$ cat src/rtl/prim_fifo_sync_wm.sv
// prim_fifo_sync_wm: single-clock FIFO with any depth (not just a power of 2).
// It adds runtime almost-full/almost-empty watermarks, an explicit empty flag,
// an optional same-cycle pass-through, and an optional drop-on-full mode with a
// saturating counter of dropped writes.
module prim_fifo_sync_wm #(
    parameter int unsigned Width             = 16,
    parameter int unsigned Depth             = 8,
    parameter bit          Pass              = 1'b1,
    parameter bit          OutputZeroIfEmpty = 1'b1,
    parameter bit          DropOnFull        = 1'b0,
    parameter int unsigned DropCntW          = 8,
    localparam int unsigned DepthW           = $clog2(Depth + 1)
) (
    input  logic                clk_i,
    input  logic                rst_ni,
    input  logic                clr_i,
    input  logic                wvalid_i,
    output logic                wready_o,
    input  logic [Width-1:0]    wdata_i,
    output logic                rvalid_o,
    input  logic                rready_i,
    output logic [Width-1:0]    rdata_o,
    output logic                full_o,
    output logic                empty_o,
    output logic [DepthW-1:0]   depth_o,
    input  logic [DepthW-1:0]   afull_thresh_i,
    input  logic [DepthW-1:0]   aempty_thresh_i,
    output logic                afull_o,
    output logic                aempty_o,
    output logic [DropCntW-1:0] drop_cnt_o
);

    localparam int unsigned PtrW = (Depth > 1) ? $clog2(Depth) : 1;

    if (Depth < 1) begin : gen_depth_check
        $error("prim_fifo_sync_wm: Depth must be at least 1");
    end

    logic [PtrW-1:0]     rptr_q;
    logic [PtrW-1:0]     wptr_q;
    logic [DepthW-1:0]   count_q;
    logic [DropCntW-1:0] drop_cnt_q;
    logic                under_rst_q;
    logic [Width-1:0]    storage [Depth];
    logic [Width-1:0]    rdata_raw;
    logic                full;
    logic                empty;
    logic                push;
    logic                pop;
    logic                drop;

    // Pointers wrap at Depth-1 instead of relying on natural binary overflow.
    function automatic logic [PtrW-1:0] ptr_inc(input logic [PtrW-1:0] p);
        if (p == PtrW'(Depth - 1)) begin
            return '0;
        end
        return p + 1'b1;
    endfunction

    // Status flags come from the occupancy counter, never from pointer compares.
    assign full    = (count_q == DepthW'(Depth));
    assign empty   = (count_q == '0);
    assign full_o  = full;
    assign empty_o = empty;
    assign depth_o = count_q;
    assign afull_o  = (count_q >= afull_thresh_i);
    assign aempty_o = (count_q <= aempty_thresh_i);
    assign drop_cnt_o = drop_cnt_q;

    // Handshakes are held off for the first edge after reset release.
    assign wready_o = ~under_rst_q & (DropOnFull ? 1'b1 : ~full);
    assign rvalid_o = ~under_rst_q & (~empty | (Pass & wvalid_i));
    assign pop      = rvalid_o & rready_i;
    assign push     = DropOnFull ? (wvalid_i & ~under_rst_q & (~full | pop))
                                 : (wvalid_i & wready_o);
    assign drop     = DropOnFull & wvalid_i & ~under_rst_q & full & ~pop;

    // Read data comes from storage, or straight from the write port when empty
    // in pass-through mode; optionally forced to zero when nothing is valid.
    always_comb begin
        rdata_raw = storage[rptr_q];
        if (Pass && empty) begin
            rdata_raw = wdata_i;
        end
        rdata_o = rdata_raw;
        if (OutputZeroIfEmpty && !rvalid_o) begin
            rdata_o = '0;
        end
    end

    // Control state: pointers, occupancy count, drop counter and the reset guard.
    always_ff @(posedge clk_i or negedge rst_ni) begin
        if (!rst_ni) begin
            rptr_q      <= '0;
            wptr_q      <= '0;
            count_q     <= '0;
            drop_cnt_q  <= '0;
            under_rst_q <= 1'b1;
        end else begin
            under_rst_q <= 1'b0;
            if (clr_i) begin
                rptr_q     <= '0;
                wptr_q     <= '0;
                count_q    <= '0;
                drop_cnt_q <= '0;
            end else begin
                if (push) begin
                    wptr_q <= ptr_inc(wptr_q);
                end
                if (pop) begin
                    rptr_q <= ptr_inc(rptr_q);
                end
                if (push && !pop) begin
                    count_q <= count_q + DepthW'(1);
                end else if (pop && !push) begin
                    count_q <= count_q - DepthW'(1);
                end
                if (drop && (drop_cnt_q != '1)) begin
                    drop_cnt_q <= drop_cnt_q + DropCntW'(1);
                end
            end
        end
    end

    // Data storage has no reset; a flush suppresses the same-cycle write.
    always_ff @(posedge clk_i) begin
        if (push && !clr_i) begin
            storage[wptr_q] <= wdata_i;
        end
    end

    a_depth_bound: assert property (@(posedge clk_i) disable iff (!rst_ni)
        count_q <= DepthW'(Depth));
    a_no_overflow: assert property (@(posedge clk_i) disable iff (!rst_ni)
        (push && full) |-> pop);
    a_no_underflow: assert property (@(posedge clk_i) disable iff (!rst_ni)
        (pop && empty) |-> (Pass && push));
    a_rdata_known: assert property (@(posedge clk_i) disable iff (!rst_ni)
        rvalid_o |-> !$isunknown(rdata_o));

endmodule

$ cat config.mk
export PLATFORM = sky130hd
export DESIGN_NAME = prim_fifo_sync_wm
export DESIGN_NICKNAME = d
export VERILOG_FILES = /design/src/rtl/prim_fifo_sync_wm.sv
export SDC_FILE = /design/constraint.sdc
export NUM_CORES = 1
export LEC_CHECK = 0
export ABC_CLOCK_PERIOD_IN_PS = 4800
export CAP_MARGIN = 10
export CORE_ASPECT_RATIO = 0.6
export CORE_MARGIN = 2
export CORE_UTILIZATION = 37
export DETAILED_ROUTE_END_ITERATION = 12
export GPL_TIMING_DRIVEN = 0
export PLACE_DENSITY = 0.56
export SYNTH_ARGS = -nofsm -noshare
export SYNTH_HDL_FRONTEND = slang
export SYNTH_SLANG_ARGS = --single-unit
$ cat constraint.sdc
create_clock -name clk_i -period 4.8 [get_ports clk_i]
set_input_delay 0.48 -clock clk_i [delete_from_list [all_inputs] [get_ports clk_i]]
set_output_delay 0.48 -clock clk_i [all_outputs]
set_load 0.02 [all_outputs]
==> flow_summary.toml <==
[run_status]
status = "completed"

[synth]
yosysWarnings = 0
avgSynthCellArea_um2 = 17.8
synth_flop_cell = "edfxtp_1"
syn_inst = 334
synth_edf_count = 128
ys_seq_area_share_pct = 69.3
ys_ff_latch = 139
syn-cell-area_um2 = 5950
synthDistinctLibCells = 35
async_flop_share_pct = 7.91

[cts]
postCtsSetupBuffers = 0
root_buffer = "clkbuf_16"
insertion_delay_ns = 0.41
clock_path_buffers = 2
cts_repair_resize_count = 0
clk_pin_slew_worst_paths_ns = 0.06
cts-buffers-inserted = 17
htreeDepth = 4
cts.sinks = 139
hold_buffers = 0
cts_tree = "yes"

[global_routing]
grt_pass1_wl_um = 19500
antenna_found_initial = 0
grt_pass1_vias = 3240
grt-ovfl-total = 0
grt_max_degree = 17
grt_usage_pct = 16.1

[detailed_routing]
routed.top_layer = "met4"
dr_wl_met2_um = 5710
routedWlPerCell_um = 20.2
vias_per_cell = 5.10
firstDrtPassIters = 4
wl_met1_um = 6490
wl_met3_um = 610
drt.antenna.violating_nets = 0
finalWirelength_um = 12900
num_vias = 3262
drt_iter0_markers = 279
drc = 0

[pwr]
peakVddDrop_v = 0.000223
power_density_nw_per_um2 = 458
leakagePower_uw = 0.00259
p_total_uw = 3480

[floorplan]
die_x_um = 168
core_um2 = 15500
die_height_um = 102
io_pins = 63
start_util_pct = 38.2
row_count = 35
die-area_um2 = 17100

[critical_path]
worstPathRequired_ns = 4.32
crit_fanout = 10
cp.arrival_ns = 3.26
end_kind = "output pin"
crit_start = "rptr_q[2]$_DFFE_PN0P_"
r2r_start = "depth_o[1]$_DFFE_PN0P_"
start_kind = "register"
critPathKind = "reg2out"

[timing]
setup_tns_ns = 0
min_period_ns = 3.74
hold_viol = 0
max_slew_margin_pct = 43.3
worst_pin_slew_ns = 0.851
rsz0062_at_grt = "no"
setup_violations = 0
max_freq_mhz = 267
finalMaxSlewViolations = 0
clock_skew_ns = 0.00976
hold_slack_ns = 0.425
min_period_over_period_pct = 78.0
worst_slack_ns = 1.06

[placed_design]
gp_congestion = 0.712
place_area_um2 = 6920
dp_slack_ns = 1.50
dp_hpwl_um = 8880
port_buffers = 54

[layout]
areaGrowthSynthToFinish_pct = 27.7
finalInstanceArea_um2 = 7590
nNetsFinal = 467
final.fill_count = 1255
drive_above_1_share_pct = 22.9
n_antenna_cell = 0

[flow_run]
cap_viol_max_count = 0

[hold_path]
hold_path.class = "in2async"
-- synth_stat cells (2+ instances only) --
cell type | n | share of area, %
nor2b_1 | 3 | 0.32
nor3_1 | 5 | 0.42
or3_1 | 2 | 0.21
nand2_1 | 8 | 0.51
dfrtp_1 | 10 | 4.2
mux4_2 | 32 | 12
ha_1 | 14 | 2.9
nor2_1 | 29 | 1.8
o21ai_0 | 3 | 0.25
nand3b_1 | 2 | 0.25
buf_4 | 9 | 1.1
inv_1 | 11 | 0.69
nand2b_1 | 5 | 0.53
clkbuf_1 | 8 | 0.51
a211oi_1 | 16 | 2.0
edfxtp_1 | 128 | 65
xnor2_1 | 2 | 0.29
a21oi_1 | 7 | 0.59
mux2i_1 | 19 | 3.2
buf_2 | 6 | 0.51
-- flip-flops by register name (all words and copies together), names as in the netlist --
register and count:
storage 128, wptr_q 3, depth_o 4, under_rst_q 1, rptr_q 3
-- cell usage in the layout (no fill, tap or decap), drive strengths merged, types with 5 or more instances in the layout --
master,n
edfxtp,128
clkdlybuf4s50,54
mux4,32
nor2,29
clkbuf,26
buf,24
mux2i,19
a211oi,17
ha,14
inv,14
dfrtp,10
conb,9
nand2,8
a21oi,7
bufinv,6
nand2b,5
nor3,5
-- kinds of logic (layout without fill, tap and decap cells) --
| group | count (synthesis) | in the layout | synth area share (%) |
|---|---|---|---|
| multiplexers | 51 | 51 | 15.3 |
| flip-flops | 139 | 139 | 69.3 |
| AO/OA/AOI/OAI | 30 | 30 | 3.70 |
| AND/OR/NAND/NOR | 60 | 60 | 4.86 |
| adder cells (fa/ha/maj) | 15 | 15 | 3.28 |
| XOR/XNOR | 3 | 3 | 0.568 |
| other | 1 | 9 | 0.0631 |
| buffers and inverters | 35 | 129 | 2.90 |
-- worst max-delay path, cell delays in order, from the launching register on --
cell	delay, ns
dfrtp_1	0.34
clkbuf_1	0.30
clkbuf_1	0.69
mux4_2	0.35
mux2i_1	0.07
a211oi_1	0.42
clkdlybuf4s50_1	0.68
-- through the flow --
stage | instances | util [%]
after floorplan | 342 | -
after global placement | 599 | 43.5
after global routing | 639 | 48.8
after detailed placement | 607 | 44.5
after CTS | 639 | 48.8
final | 639 | 48.8
-- where the power goes --
group	total, µW	internal, µW	switching (µW)
clock	1480	979	498
sequential	1370	1340	24.2
combinational	633	267	365
total	3480	2590	887
-- area by class of cell --
cell class                      instances  area (µm²)  area share (%)
Sequential cell                       139        4120            54.3
Multi-Input combinational cell        168        1710            22.5
Inverter                               11        41.3           0.544
Tap cell                              203         254            3.35
Timing Repair Buffer                   62         666            8.77
Clock inverter                         14         241            3.18
Buffer                                 24         131            1.73
Clock buffer                           18         429            5.65
-- worst paths after layout --
check / slack (ns) / end / cells past startpoint
max: 1.06 / rdata_o[4] / 6
min: 0.43 / wptr_q[1]$_DFFE_PN0P_ / 1
max reg2reg: 1.94 / depth_o[3]$_DFFE_PN0P_ / 10
min reg2reg: 0.58 / wptr_q[0]$_DFFE_PN0P_ / 2
max in group asynchronous: 4.00 / wptr_q[2]$_DFFE_PN0P_ / 1
min in group clk_i: 0.58 / wptr_q[0]$_DFFE_PN0P_ / 2
-- per-layer routing --
| layer | GRT usage, % | up-vias |
|---|---|---|
| met5 | 0 | - |
| met2 | 23.7 | 79 |
| met4 | 4.82 | 0 |
| li1 | - | 1484 |
| met1 | 23.9 | 1692 |
| met3 | 3.80 | 7 |
Note: power is estimated with default switching activity, not from simulation.
